## src/rtl/vdp_sprite_line_scheduler_pkg.sv

```systemverilog
// Shared types and constants for the sprite line scheduler: FSM encoding, pixel
// field offsets and default geometry.
package vdp_sprite_line_scheduler_pkg;

    typedef enum logic [1:0] {
        StClear  = 2'd0,
        StIdle   = 2'd1,
        StSwap   = 2'd2,
        StRender = 2'd3
    } state_e;

    localparam int unsigned DefAddrWidth = 10;
    localparam int unsigned DefDataWidth = 13;
    localparam int unsigned DefLineWidth = 1024;

    // Pixel word layout: {spare[2:0], priority[1:0], palette[3:0], colour[3:0]}
    localparam int unsigned PixColourLsb   = 0;
    localparam int unsigned PixPaletteLsb  = 4;
    localparam int unsigned PixPriorityLsb = 8;

    localparam logic [7:0] OverrunCountMax = 8'hFF;

endpackage

```

## src/rtl/vdp_line_clear_sweep.sv

```systemverilog
// Address sweep used by the power-up clear: walks 0..LINE_WIDTH-1 once after reset,
// exposing busy and a last-address strobe.
module vdp_line_clear_sweep #(
    parameter int unsigned ADDR_WIDTH = 10,
    parameter int unsigned LINE_WIDTH = 1024
) (
    input  logic                  clk_i,
    input  logic                  reset_i,
    output logic                  busy_o,
    output logic                  last_o,
    output logic [ADDR_WIDTH-1:0] addr_o
);

    localparam logic [ADDR_WIDTH-1:0] LastAddr = ADDR_WIDTH'(LINE_WIDTH - 1);

    logic                  busy_q, busy_d;
    logic [ADDR_WIDTH-1:0] addr_q, addr_d;

    assign last_o = busy_q && (addr_q == LastAddr);
    assign busy_o = busy_q;
    assign addr_o = addr_q;

    always_comb begin
        busy_d = busy_q;
        addr_d = addr_q;
        if (busy_q) begin
            if (last_o) begin
                busy_d = 1'b0;
                addr_d = '0;
            end else begin
                addr_d = addr_q + ADDR_WIDTH'(1);
            end
        end
    end

    always_ff @(posedge clk_i) begin
        if (reset_i) begin
            busy_q <= 1'b1;
            addr_q <= '0;
        end else begin
            busy_q <= busy_d;
            addr_q <= addr_d;
        end
    end

endmodule

```

## src/rtl/vdp_sprite_line_scheduler.sv

```systemverilog
// Ping-pong sprite line buffer scheduler: bank swap per line, renderer write routing,
// raster read with clear-behind. Optional counter: VDP_SPRITE_OVERRUN_COUNT_EN.
module vdp_sprite_line_scheduler
    import vdp_sprite_line_scheduler_pkg::*;
#(
    parameter int unsigned ADDR_WIDTH = DefAddrWidth,
    parameter int unsigned DATA_WIDTH = DefDataWidth,
    parameter int unsigned LINE_WIDTH = DefLineWidth
) (
    input  logic                    clk,
    input  logic                    reset,
    input  logic                    line_start,
    output logic                    render_restart,
    input  logic                    render_done,
    input  logic                    rw_en,
    input  logic [ADDR_WIDTH-1:0]   rw_address,
    input  logic [DATA_WIDTH-1:0]   rw_data,
    input  logic                    raster_read_en,
    input  logic [ADDR_WIDTH-1:0]   raster_x,
    output logic [DATA_WIDTH-1:0]   pixel_out,
    output logic                    pixel_valid,
    output logic [1:0]              bank_write_en,
    output logic [2*ADDR_WIDTH-1:0] bank_write_address,
    output logic [2*DATA_WIDTH-1:0] bank_write_data,
    output logic [2*ADDR_WIDTH-1:0] bank_read_address,
    input  logic [2*DATA_WIDTH-1:0] bank_read_data,
    output logic                    display_bank,
    output logic                    clear_busy,
    output logic                    overrun,
    output logic [7:0]              overrun_count
);

    state_e state_q, state_d;
    logic   display_bank_q, display_bank_d;
    logic   render_restart_q, render_restart_d;
    logic   overrun_q, overrun_d;
    logic   overrun_event;
    logic   render_bank;

    logic                  sweep_busy, sweep_last;
    logic [ADDR_WIDTH-1:0] clear_addr;

    logic                  rd_valid_q, rd_valid_d;
    logic                  rd_bank_q, rd_bank_d;
    logic                  rd_zero_q, rd_zero_d;
    logic [ADDR_WIDTH-1:0] rd_addr_q, rd_addr_d;
    logic [DATA_WIDTH-1:0] pixel_out_q, pixel_out_d;
    logic                  pixel_valid_q, pixel_valid_d;

    logic [1:0][DATA_WIDTH-1:0] rd_data;
    logic [1:0]                 wr_en;
    logic [1:0][ADDR_WIDTH-1:0] wr_addr;
    logic [1:0][DATA_WIDTH-1:0] wr_data;
    logic [1:0][ADDR_WIDTH-1:0] rd_addr_out;

    vdp_line_clear_sweep #(
        .ADDR_WIDTH (ADDR_WIDTH),
        .LINE_WIDTH (LINE_WIDTH)
    ) u_clear_sweep (
        .clk_i   (clk),
        .reset_i (reset),
        .busy_o  (sweep_busy),
        .last_o  (sweep_last),
        .addr_o  (clear_addr)
    );

    always_comb begin
        state_d        = state_q;
        display_bank_d = display_bank_q;
        overrun_event  = 1'b0;
        unique case (state_q)
            StClear:  if (sweep_last) state_d = StIdle;
            StIdle:   if (line_start) state_d = StSwap;
            StSwap:   state_d = StRender;
            StRender: begin
                if (line_start) begin
                    state_d       = StSwap;
                    overrun_event = !render_done;
                end else if (render_done) begin
                    state_d = StIdle;
                end
            end
            default:  state_d = StClear;
        endcase
        if (state_d == StSwap) display_bank_d = ~display_bank_q;
        overrun_d        = overrun_q | overrun_event;
        render_restart_d = (state_d != StRender);
    end

    always_ff @(posedge clk) begin
        if (reset) begin
            state_q          <= StClear;
            display_bank_q   <= 1'b0;
            render_restart_q <= 1'b1;
            overrun_q        <= 1'b0;
        end else begin
            state_q          <= state_d;
            display_bank_q   <= display_bank_d;
            render_restart_q <= render_restart_d;
            overrun_q        <= overrun_d;
        end
    end

`ifdef VDP_SPRITE_OVERRUN_COUNT_EN
    logic [7:0] overrun_count_q, overrun_count_d;

    always_comb begin
        overrun_count_d = overrun_count_q;
        if (overrun_event && (overrun_count_q != OverrunCountMax)) begin
            overrun_count_d = overrun_count_q + 8'd1;
        end
    end

    always_ff @(posedge clk) begin
        if (reset) overrun_count_q <= 8'd0;
        else       overrun_count_q <= overrun_count_d;
    end

    assign overrun_count = overrun_count_q;
`else
    assign overrun_count = 8'd0;
`endif

    assign rd_data = bank_read_data;

    always_comb begin
        rd_valid_d    = raster_read_en;
        rd_bank_d     = display_bank_q;
        rd_addr_d     = raster_x;
        rd_zero_d     = (state_q == StClear);
        pixel_valid_d = rd_valid_q;
        pixel_out_d   = pixel_out_q;
        if (rd_valid_q) pixel_out_d = rd_zero_q ? '0 : rd_data[rd_bank_q];
    end

    always_ff @(posedge clk) begin
        if (reset) begin
            rd_valid_q    <= 1'b0;
            rd_bank_q     <= 1'b0;
            rd_zero_q     <= 1'b0;
            rd_addr_q     <= '0;
            pixel_out_q   <= '0;
            pixel_valid_q <= 1'b0;
        end else begin
            rd_valid_q    <= rd_valid_d;
            rd_bank_q     <= rd_bank_d;
            rd_zero_q     <= rd_zero_d;
            rd_addr_q     <= rd_addr_d;
            pixel_out_q   <= pixel_out_d;
            pixel_valid_q <= pixel_valid_d;
        end
    end

    assign render_bank = ~display_bank_q;

    always_comb begin
        wr_en       = '0;
        wr_addr     = '0;
        wr_data     = '0;
        rd_addr_out = '0;
        rd_addr_out[display_bank_q] = raster_x;
        if (state_q == StClear) begin
            wr_en      = 2'b11;
            wr_addr[0] = clear_addr;
            wr_addr[1] = clear_addr;
        end else begin
            if ((state_q == StRender) && rw_en) begin
                wr_en[render_bank]   = 1'b1;
                wr_addr[render_bank] = rw_address;
                wr_data[render_bank] = rw_data;
            end
            // Clear-behind overrides; it can only hit the render bank during SWAP.
            if (rd_valid_q) begin
                wr_en[rd_bank_q]   = 1'b1;
                wr_addr[rd_bank_q] = rd_addr_q;
                wr_data[rd_bank_q] = '0;
            end
        end
    end

    assign bank_write_en      = wr_en;
    assign bank_write_address = wr_addr;
    assign bank_write_data    = wr_data;
    assign bank_read_address  = rd_addr_out;
    assign render_restart     = render_restart_q;
    assign display_bank       = display_bank_q;
    assign clear_busy         = sweep_busy;
    assign overrun            = overrun_q;
    assign pixel_out          = pixel_out_q;
    assign pixel_valid        = pixel_valid_q;

endmodule

```

## config.mk

```make
export PLATFORM = sky130hd
export DESIGN_NAME = vdp_sprite_line_scheduler
export DESIGN_NICKNAME = d
export VERILOG_FILES = /design/src/rtl/vdp_sprite_line_scheduler_pkg.sv /design/src/rtl/vdp_line_clear_sweep.sv /design/src/rtl/vdp_sprite_line_scheduler.sv
export SDC_FILE = /design/constraint.sdc
export NUM_CORES = 1
export LEC_CHECK = 0
export ABC_AREA = 1
export BUFFER_PORTS_ARGS = -buffer_cell sky130_fd_sc_hd__buf_4
export CORE_MARGIN = 2
export CORE_UTILIZATION = 45
export CTS_BUF_LIST = sky130_fd_sc_hd__clkbuf_4
export CTS_CLUSTER_DIAMETER = 120
export DETAILED_ROUTE_END_ITERATION = 10
export GPL_TIMING_DRIVEN = 0
export MAX_ROUTING_LAYER = met4
export PLACE_DENSITY = 0.83
export SLEW_MARGIN = 25
export SYNTH_ARGS = -nofsm -noshare
export SYNTH_HDL_FRONTEND = slang
export SYNTH_SLANG_ARGS = --single-unit
```

## constraint.sdc

```tcl
create_clock -name clk -period 1.5 [get_ports clk]
set_input_delay 0.3 -clock clk [delete_from_list [all_inputs] [get_ports clk]]
set_output_delay 0.3 -clock clk [all_outputs]
set_load 0.02 [all_outputs]
```

# == After elaboration in Yosys (flattened, before gate mapping) ==
# Index checks and enable logic that the tools add are counted.
# totals
ff_bits,43
mem_count,0
output_inout_bits,94
mem_bits_ro,0
ramBits,0
latch_bits,0
# op_classes
div_mod_pow,0
n_mul,0
eq_ne,6
n_mux,40
bitwise,8
magnitude_cmp,6
n_shift,0
reduce_logical,7
n_addsub,1
# op_table
operator,count
two-way mux 26 bit,4
two-way mux 20 bit,4
two-way mux 13 bit,5
AND 26 bit,2
AND 20 bit,2
two-way mux 10 bit,4
demux 10 bit (select 1 bit),3
demux 13 bit (select 1 bit),2
inverter 26 bit,1
bitwise mux 20 bit,1
two-way mux 2 bit,8
adder 10 x 1 -> 10 bit (second input constant),1
== test 10 bit (second input constant),1
one-hot mux 2 bit (4 select lines),1
== test 2 bit (second input constant),3
less-than comparator 1 x 2 -> 1 bit (second input constant),3
two-way mux 1 bit,6
logical AND 1 bit,5
greater-or-equal comparator 1 bit (second input constant),3
demux 1 bit (select 1 bit),2
== test 2 x 1 -> 1 bit (second input constant),1
zero test 2 bit,1
inequality test 2 bit (second input constant),1
bitwise OR 2 bit,1
other kinds (3),3

# == Logic depth before layout (Yosys ltp) ==
# Gate-level depths: netlist (run 1).
# logic_depth
word_depth,11
ltp_mapped,7
depth_no_buf,7

# == Hierarchy ==
# A second synthesis (run 1) with hierarchy kept.
# hier_totals
cells_unflattened,492
area_unflattened_um2,2844.0
# modules_own_cells
module,seq_area_each_um2,n_inst,area_per_inst_um2,cells_per_inst
vdp_sprite_line_scheduler,640.6,1,2279.7,418
vdp_line_clear_sweep,220.2,1,564.3,74

# == Worst setup path before layout (run 1) ==
# No wires, ideal clock.
# synth_timing
path_type,reg-to-output
startpoint,register display_bank_q (netlist: display_bank)
endpoint,output port bank_write_data[0]
n_path_buf,1
required_time_ns,1.200
slack_ns,-0.366
stages_incl_launch_ff,4
arrival_ns,1.566
cell_sequence,dfxtp_1 -> nand4_2 -> buf_1 -> nor4_1
# synth_between
elab_chain_cells,11
# synth_rtl
element,line,source
from (decl),vdp_sprite_line_scheduler.sv:34,"logic display_bank_q, display_bank_d;"
from (signal assigned),vdp_sprite_line_scheduler.sv:98,display_bank_q <= display_bank_d;
inverter 1 bit *,vdp_sprite_line_scheduler.sv:154,assign render_bank = ~display_bank_q;
less-than comparator 1 x 2 -> 1 bit (implied by the code) or greater-or-equal comparator 1 bit (tied branches),vdp_sprite_line_scheduler.sv:170,wr_data[render_bank] = rw_data;
logical AND 1 bit (implied by the code),vdp_sprite_line_scheduler.sv:170,
two-way mux 13 bit (implied by the code),vdp_sprite_line_scheduler.sv:170,
demux 13 bit (select 1 bit) *,vdp_sprite_line_scheduler.sv:170,
AND 26 bit (no line) *,-,
two-way mux 26 bit *,vdp_sprite_line_scheduler.sv:167,if ((state_q == StRender) && rw_en) begin
two-way mux 26 bit *,vdp_sprite_line_scheduler.sv:162,if (state_q == StClear) begin
AND 26 bit (no line),-,
two-way mux 26 bit *,vdp_sprite_line_scheduler.sv:173,if (rd_valid_q) begin
two-way mux 26 bit *,vdp_sprite_line_scheduler.sv:162,
to (decl),vdp_sprite_line_scheduler.sv:24,"output logic [2*DATA_WIDTH-1:0] bank_write_data,"
# Every way passes the cells marked *; elsewhere a longest branch is shown, timed or not. The select of a mux whose other input is x is not followed.

# == Final worst setup path (run 1) ==
# layout_timing
startpoint,register state_q[1]
endpoint,output port bank_write_address[0]
# layout_between
elab_chain_cells,7
# layout_rtl
element,line,source
from (decl),vdp_sprite_line_scheduler.sv:33,"state_e state_q, state_d;"
from (signal assigned),vdp_sprite_line_scheduler.sv:92,state_q <= StClear;
from (signal assigned),vdp_sprite_line_scheduler.sv:97,state_q <= state_d;
== test 2 bit,vdp_sprite_line_scheduler.sv:167,
logical AND 1 bit,vdp_sprite_line_scheduler.sv:167,
two-way mux 20 bit,vdp_sprite_line_scheduler.sv:167,
two-way mux 20 bit,vdp_sprite_line_scheduler.sv:162,
bitwise mux 20 bit,vdp_sprite_line_scheduler.sv:175,wr_addr[rd_bank_q] = rd_addr_q;
two-way mux 20 bit,vdp_sprite_line_scheduler.sv:173,
two-way mux 20 bit *,vdp_sprite_line_scheduler.sv:162,
to (decl),vdp_sprite_line_scheduler.sv:23,"output logic [2*ADDR_WIDTH-1:0] bank_write_address,"
# Marks and branches as above.

==> results.json, run 1 <==
{
  "synthFlopType": "dfxtp_1",
  "end_kind": "output port",
  "clk_latency_ps": 390,
  "rrSetupSlack_ps": -60,
  "ys_types": 27,
  "grt_max_degree": 14,
  "ys_seq_area_frac": 0.335,
  "synthTopCellsByArea": "dfxtp_1, nand2_1, nor2_1",
  "dieWidth_um": 79.6,
  "ant_nets": 0,
  "htreeDepth": 2,
  "die_area_um2": 6330,
  "grtUsageTotal": 0.355,
  "initial_utilization": 0.467,
  "cp.arrival_ps": 1770,
  "post-route-period-util": 1.38,
  "first_iter_violations": 428,
  "total_leakage_power_nw": 2.33,
  "grt_pass1_vias": 3639,
  "viasPerCell": 5.97,
  "hp-class": "in2reg",
  "start_kind": "flip-flop",
  "violations": "negative setup slack",
  "die_y_um": 79.6,
  "outcome": "complete, but fails checks",
  "final.min_clock_period_ps": 2070,
  "gp_congestion": 0.879,
  "async_flop_share": 0,
  "critical_path_class": "reg2out",
  "root_buffer": "clkbuf_4",
  "hpwl_um": 7030,
  "ys_seq_elements": 43,
  "maxClockFrequency_ghz": 0.483,
  "dp_slack_ps": -246,
  "avgRoutedWirePerCell_um": 20.1,
  "io_buffer_count": 149,
  "synthCells": 411,
  "grt_overflow": 0,
  "p_per_area_nw_per_um2": 485,
  "critPathMaxFanout": 10,
  "dp.cells": 639,
  "core-area_um2": 5510,
  "cp.required_ps": 1200,
  "dr.pass1.iters": 5,
  "io_pins": 159,
  "cts_max_path_buffers": 2,
  "utilization": 0.900,
  "rsz0062_at_grt": "yes",
  "ys_warn_count": 0,
  "diodes": 0,
  "synth_common_cells": "nand2_1, nor2_1, inv_1, dfxtp_1, o21ai_0",
  "synth_top_area_frac": 0.335,
  "fin_cells": 666,
  "via_count": 3974,
  "worst_pin_slew_ps": 583,
  "nNetsFinal": 659,
  "clk_pin_slew_ps": 130,
  "rows": 27,
  "synth_enable_flop_cells": 0,
  "drt-total-wl_um": 13400,
  "synth_top_area_cell": "dfxtp_1",
  "p_total_mw": 2.40,
  "yosysMostFrequentCell": "nand2_1",
  "syn_avg_cell_area_um2": 6.26,
  "syn_to_final_growth_pct": 92.7,
  "clock_sink_count": 43,
  "setup_viol": 75,
  "fin_ws_ps": -571,
  "fin_worst_skew_ps": 13.7,
  "drive_above_1_share": 0.508,
  "ir_worst_vdd_mv": 0.486,
  "finalHoldViolations": 0,
  "relSlewSlack": 0.611,
  "grt_pass1_wl_um": 17200,
  "max-cap-violations": 0,
  "drc": 0,
  "fill_cells": 246,
  "cts_made_buffers": 5,
  "cts_tree": "yes",
  "synth_area_um2": 2570,
  "final_max_slew_viol_count": 0,
  "antenna_found_initial": 0
}
==> worst paths after layout <==
check,start,to,depth (start not counted)
worst min register to register,pixel_out[8],pixel_out[8],2
worst min-delay path,raster_read_en,pixel_valid_d,3
worst max-delay path,state_q[1],bank_write_address[0],6
worst max register to register,u_clear_sweep.addr_o[0],u_clear_sweep.addr_o[9],6
==> stage by stage <==
stage	hold WS [ps]	TNS, ps	instance area, µm²
2_1_floorplan	407	-1240	2810
3_3_place_gp	451	-5740	4020
3_5_place_dp	458	-7430	4020
4_1_cts	128	-20030	4680
5_1_grt	132	-27130	4950
6_report	120	-25040	4950
==> worst max-delay path: stages, from the launching register on <==
cell,delay [ps]
dfxtp_4,400
nor2_2,190
buf_6,170
buf_12,160
nand2_1,120
o21ai_1,160
buf_4,190
==> metal layers <==
metal  GRT usage  part of all wire
met1       0.370              0.34
met2       0.618              0.47
met3      0.0826              0.11
met4       0.191             0.082
met5           -                 0
==> cells in the final DEF (no fill, tap or decap), drive strengths merged <==
| cell | instances |
|---|---|
| buf | 188 |
| nand4 | 2 |
| inv | 59 |
| clkinv | 1 |
| nor3 | 16 |
| clkbuf | 17 |
| conb | 8 |
| dfxtp | 43 |
| ha | 1 |
| nor4 | 13 |
| nand3 | 12 |
| nor2 | 58 |
| nor3b | 2 |
| o21a | 15 |
| nand2 | 94 |
| o21ai | 43 |
| a21oi | 20 |
| o22ai | 1 |
| clkinvlp | 1 |
==> repair_timing <==
item                       in CTS  in global routing
setup endpoints to repair      68                 76
hold buffers                    0                  0
pin swaps                      12                  7
buffers inserted               11                  4
gates resized for setup       123                 76
gates cloned                    4                  1
==> area by class of cell <==
| cell class | instances | area [µm²] | area share |
|---|---|---|---|
| inverter | 59 | 234 | 0.0472 |
| sequential | 43 | 882 | 0.178 |
| buffer | 31 | 323 | 0.0652 |
| multi-input combinational | 285 | 1860 | 0.376 |
| clock buffer | 6 | 45.0 | 0.00909 |
| clock inverter | 2 | 12.5 | 0.00253 |
| tap | 72 | 90.1 | 0.0182 |
| timing repair buffer | 168 | 1500 | 0.304 |
==> cells by family after synthesis <==
family / Yosys count / share of synthesized area
flops: 43 / 0.335
fa+ha+maj: 1 / 0.00487
compound gates: 79 / 0.179
buf+inv: 90 / 0.155
other cells: 1 / 0.00146
simple gates: 197 / 0.325
==> sequential cells by signal, indices dropped and copies added (netlist names) <==
signal	flops
display_bank	1
overrun	1
pixel_out	13
pixel_valid	1
pixel_valid_d	1
rd_addr_q	10
rd_bank_q	1
rd_zero_q	1
render_restart	1
state_q	2
u_clear_sweep.addr_o	10
u_clear_sweep.busy_o	1
==> report_power, final <==
group	internal, mW	leakage (nW)	switching (mW)
clock	0.199	0.0317	0.417
sequential	1.17	0.356	0.0313
combinational	0.269	1.94	0.317
total	1.64	2.33	0.766
Note: power is estimated with default switching activity, not from simulation.
==> run 2: changes to the inputs <==
==> constraint.sdc (replaced) <==
create_clock -name clk -period 1.5 [get_ports clk]
set_input_delay 0.075 -clock clk [delete_from_list [all_inputs] [get_ports clk]]
set_output_delay 0.075 -clock clk [all_outputs]
set_load 0.02 [all_outputs]
==> run 2 against run 1 <==
  * The flow still finishes with violations (negative setup slack)
  * First-iteration DRC count fell by 11%
  * Power fell by 5.5%
  * Core utilization fell by 4.1 points
  * Wire length fell by 12%
  * Clock skew fell by 3.3 ps
  * Non-clock buffer count rose by 13
  * Clock power fell by 14%
  * Cell area fell by 4.6%
  * Critical path type unchanged
  * Largest power group unchanged
  * Highest routed layer unchanged
==> results.json, run 2 (synthesized netlist as in run 1, its figures left out) <==
{
  "outcome": "complete, but fails checks",
  "violations": "negative setup slack",
  "hold_path_depth": 3,
  "dp.cells": 639,
  "met3_usage": 0.0769,
  "io_buffer_count": 149,
  "post-route-period-util": 1.23,
  "initial_utilization": 0.467,
  "critPathMaxStageDelay_ps": 410,
  "fin_ws_ps": -350,
  "ant_nets": 0,
  "hpwl_um": 6860,
  "tns_ps": -7870,
  "p_total_mw": 2.27,
  "dr.pass1.iters": 6,
  "finalHoldViolations": 0,
  "cp.arrival_ps": 1770,
  "avgRoutedWirePerCell_um": 17.3,
  "multi_input_area_um2": 1700,
  "viasPerCell": 5.48,
  "drt-total-wl_um": 11700,
  "path_depth": 5,
  "maxClockFrequency_ghz": 0.541,
  "gp_congestion": 0.961,
  "critPathBufInv": 3,
  "cp.required_ps": 1420,
  "final-seq-area_um2": 880,
  "io_pins": 159,
  "path_delay_family": "buffers and inverters",
  "antenna_found_initial": 0,
  "core-area_um2": 5510,
  "drive_above_1_share": 0.442,
  "nNetsFinal": 672,
  "die_y_um": 79.6,
  "rows": 27,
  "grt_pass1_vias": 3448,
  "fin_hold_ws_ps": 6.53,
  "cts_made_buffers": 5,
  "ir_worst_vdd_mv": 0.528,
  "diodes": 0,
  "critical_path_class": "reg2out",
  "syn_to_final_growth_pct": 83.8,
  "final.min_clock_period_ps": 1850,
  "layout_commonest_cell": "buf_4",
  "grt_max_degree": 14,
  "setup_viol": 48,
  "dieWidth_um": 79.6,
  "drc": 0,
  "cts_tree": "yes",
  "grt_pass1_wl_um": 15600,
  "htreeDepth": 2,
  "crit_chain": "nand4_4 > buf_6 > buf_8 > nor4_4 > buf_4",
  "hp-class": "in2reg",
  "final_max_slew_viol_count": 0,
  "grt_use_met2": 0.568,
  "grtUsageTotal": 0.321,
  "critPathMaxFanout": 5,
  "final_cell_mix": "buf_4, nand2_1, inv_1",
  "rsz0062_at_grt": "yes",
  "first_iter_violations": 379,
  "fin_worst_skew_ps": 10.4,
  "die_area_um2": 6330,
  "use_met1": 0.329,
  "largest_register_ffs": 13,
  "max-cap-violations": 0,
  "end_kind": "output port",
  "fin_cells": 679,
  "fill_cells": 311,
  "clk_latency_ps": 340,
  "crit_slowest_cell": "dfxtp_4",
  "start_kind": "flip-flop",
  "total_leakage_power_nw": 2.35,
  "clock_sink_count": 43,
  "r2r_cells": 7,
  "via_count": 3723,
  "p_per_area_nw_per_um2": 481,
  "grt_overflow": 0,
  "cts_max_path_buffers": 2,
  "dp_slack_ps": -15.5,
  "grt.busiest_layer": "met2",
  "root_buffer": "clkbuf_4",
  "clk_pin_slew_ps": 120
}
==> run 2: cell count changes in the layout (fill, tap and decap cells not counted), sizes merged <==
cell,previous run,this run
bufbuf,0,1
clkinv,1,3
clkinvlp,1,0
clkbuf,17,16
buf,188,186
dlygate4sd3,0,14
==> run 2: area by class of cell <==
cell class	instances	area share
Clock buffer	5	0.00794
Tap cell	72	0.0191
Sequential cell	43	0.186
Multi-Input combinational cell	285	0.359
Timing Repair Buffer	181	0.317
Clock inverter	3	0.00318
Buffer	31	0.0590
Inverter	59	0.0484
==> run 2: where the power goes <==
part	switching [mW]	total, mW	leakage (nW)	internal, mW
Combinational	0.287	0.542	1.96	0.256
Sequential	0.0307	1.20	0.355	1.17
Clock	0.352	0.527	0.0347	0.175
==> run 2: tightest hold or removal path, delay by kind of cell <==
family | cells | cell delay, ps
buffers and inverters | 1 | 80
AO/OA/AOI/OAI | 2 | 160
==> run 2: final timing paths <==
path | startpoint | to | slack [ps]
setup / recovery | display_bank | bank_write_data[9] | -350
hold / removal | bank_read_data[24] | pixel_out[11] | 7
setup reg to reg | u_clear_sweep.addr_o[0] | u_clear_sweep.addr_o[8] | 70
hold reg to reg | pixel_out[1] | pixel_out[1] | 480
==> run 2: per-layer routing <==
metal	wire length, µm	vias up
met3	1210	86
met4	832	0
met2	5680	286
met5	0	-
li1	-	1684
met1	3990	1667
==> run 2: what timing repair did <==
| item | in CTS | in global routing |
|---|---|---|
| hold buffers | 14 | 0 |
| pin swaps | 4 | 8 |
| setup buffers | 8 | 7 |
| cloned | 2 | 1 |
| endpoints found under the hold margin | 14 | 0 |
| endpoints found under the setup margin | 68 | 67 |
| resized for setup | 86 | 46 |
==> run 2: metrics by stage <==
step	utilization	cell area, µm²
after floorplan	-	2600
after global placement	0.691	3810
after detailed placement	0.691	3810
after CTS	0.813	4470
after global routing	0.858	4730
final	0.858	4730
==> run 3: changes to the inputs <==
Settings changed: SKIP_LAST_GASP set to 1.
==> run 3 against run 2 <==
  * Via count rose by 0.99%
  * Sequential power hardly changed
  * The flow still finishes with violations (negative setup slack)
  * Register-to-register slack gained 20 ps
  * Largest power group unchanged
  * Cell area is 1.1% higher
  * Final cell count decreased by 0.29%
  * Hold slack hardly changed
  * Wire length is 2.7% higher
==> results.json, run 3 (synthesized netlist as in run 1, its figures left out) <==
{
  "initial_utilization": 0.467,
  "dieWidth_um": 79.6,
  "routed-wl-met3_um": 1270,
  "die_y_um": 79.6,
  "r2r_start": "u_clear_sweep.busy_o",
  "crit_top_cell": "buf_4",
  "top_layer_used": "met4",
  "dr_wl_met2_um": 5920,
  "clk_pin_slew_ps": 120,
  "largest_register_ffs": 13,
  "htreeDepth": 2,
  "clk_latency_ps": 340,
  "cp.required_ps": 1420,
  "diodes": 0,
  "antenna_found_initial": 0,
  "violations": "negative setup slack",
  "grt_max_degree": 14,
  "drive_above_1_share": 0.443,
  "finalHoldViolations": 0,
  "hpwl_um": 6860,
  "clock_sink_count": 43,
  "start_kind": "flip-flop",
  "r2r_cells": 6,
  "cp.arrival_ps": 1740,
  "critPathMaxStageDelay_ps": 400,
  "first_iter_violations": 318,
  "critical_path_class": "reg2out",
  "worstReg2RegEnd": "u_clear_sweep.addr_o[9]",
  "viasPerCell": 5.55,
  "crit_slowest_cell": "dfxtp_4",
  "final_max_slew_viol_count": 0,
  "final.min_clock_period_ps": 1810,
  "final_cell_mix": "buf_4, nand2_1, inv_1",
  "setup_viol": 48,
  "nNetsFinal": 670,
  "p_per_area_nw_per_um2": 477,
  "io_pins": 159,
  "gp_congestion": 0.961,
  "fin_ws_ps": -312,
  "dr.pass1.iters": 6,
  "cts_made_buffers": 5,
  "maxClockFrequency_ghz": 0.552,
  "ant_nets": 0,
  "grtUsageTotal": 0.323,
  "layout_commonest_cell": "buf_4",
  "hold_path_depth": 3,
  "drt-total-wl_um": 12000,
  "crit_chain": "buf_6 > nor2_4 > nand2_4 > buf_4 > nor3_1 > buf_4",
  "drc": 0,
  "critPathMaxFanout": 10,
  "ir_worst_vdd_mv": 0.527,
  "via_count": 3760,
  "root_buffer": "clkbuf_4",
  "max-cap-violations": 0,
  "total_leakage_power_nw": 2.34,
  "cts_max_path_buffers": 2,
  "holdCritStartpoint": "bank_read_data[24]",
  "avgRoutedWirePerCell_um": 17.8,
  "rows": 27,
  "end_kind": "output port",
  "grt_overflow": 0,
  "utilization": 0.868,
  "io_buffer_count": 149,
  "syn_to_final_growth_pct": 85.9,
  "grt_pass1_vias": 3463,
  "fin_worst_skew_ps": 11.0,
  "met1_length_um": 4030,
  "outcome": "complete, but fails checks",
  "die_area_um2": 6330,
  "core-area_um2": 5510,
  "cts_tree": "yes",
  "rsz0062_at_grt": "yes",
  "fin_area_um2": 4780,
  "post-route-period-util": 1.21,
  "grt_pass1_wl_um": 15700,
  "hp-class": "in2reg",
  "whs_endpoint": "pixel_out[11]",
  "rrSetupSlack_ps": 90,
  "placed_area_um2": 3810
}
==> run 3: layout make-up <==
class / instances / area, µm²
plain buffers: 30 / 260
clock buffers: 5 / 37.5
clock inverters: 3 / 15.0
fillers: 296 / 726
inverters: 59 / 225
multi-input cells: 285 / 1760
flip-flops and latches: 43 / 880
well taps: 72 / 90.1
repair buffers: 180 / 1510
==> run 3: timing repair <==
| action | 4_1_cts | 5_1_grt |
|---|---|---|
| setup endpoints to repair | 68 | 66 |
| hold endpoints to repair | 14 | 0 |
| resized for setup | 77 | 75 |
| hold buffers | 14 | 0 |
| setup buffers | 8 | 6 |
| gates cloned | 2 | 1 |
| pin swaps | 4 | 17 |
==> run 3: worst max path at each step <==
stage                       startpoint  slack [ps]                    end
final                     display_bank        -310    bank_write_data[21]
after global routing      display_bank        -350    bank_write_data[21]
after CTS                   state_q[0]        -200     bank_write_data[4]
after detailed placement  display_bank         -20  bank_write_address[5]
after global placement    display_bank         -10  bank_write_address[5]
after floorplan           display_bank        -140     bank_write_data[0]
==> run 3: layer usage <==
layer / up-vias / track usage
li1: 1683 / -
met1: 1690 / 0.317
met2: 293 / 0.593
met3: 94 / 0.0769
met4: 0 / 0.159
met5: - / -
==> run 3: critical path, delay by kind of cell, from the launching register on <==
family | cells | cell delay [ps]
buf+inv | 3 | 530
simple gates | 3 | 460
flops | 1 | 400
==> run 3: where the power goes <==
group / internal, mW / switching (mW) / total [mW]
Sequential: 1.17 / 0.0287 / 1.20
Clock: 0.175 / 0.355 / 0.530
Combinational: 0.257 / 0.294 / 0.551
Total: 1.60 / 0.678 / 2.28
==> run 3: stage by stage <==
step | total power [mW] | worst slack [ps] | setup TNS, ps | cells | hold slack, ps
6_report | 2.28 | -312 | -9500 | 677 | 6.71
5_1_grt | 2.38 | -348 | -12330 | 677 | 12.4
3_3_place_gp | 1.66 | -14.4 | -25.8 | 639 | 280
4_1_cts | 2.23 | -201 | -6940 | 671 | 10.2
2_1_floorplan | 1.43 | -141 | -1820 | 418 | 182
3_5_place_dp | 1.67 | -15.5 | -40.5 | 639 | 284
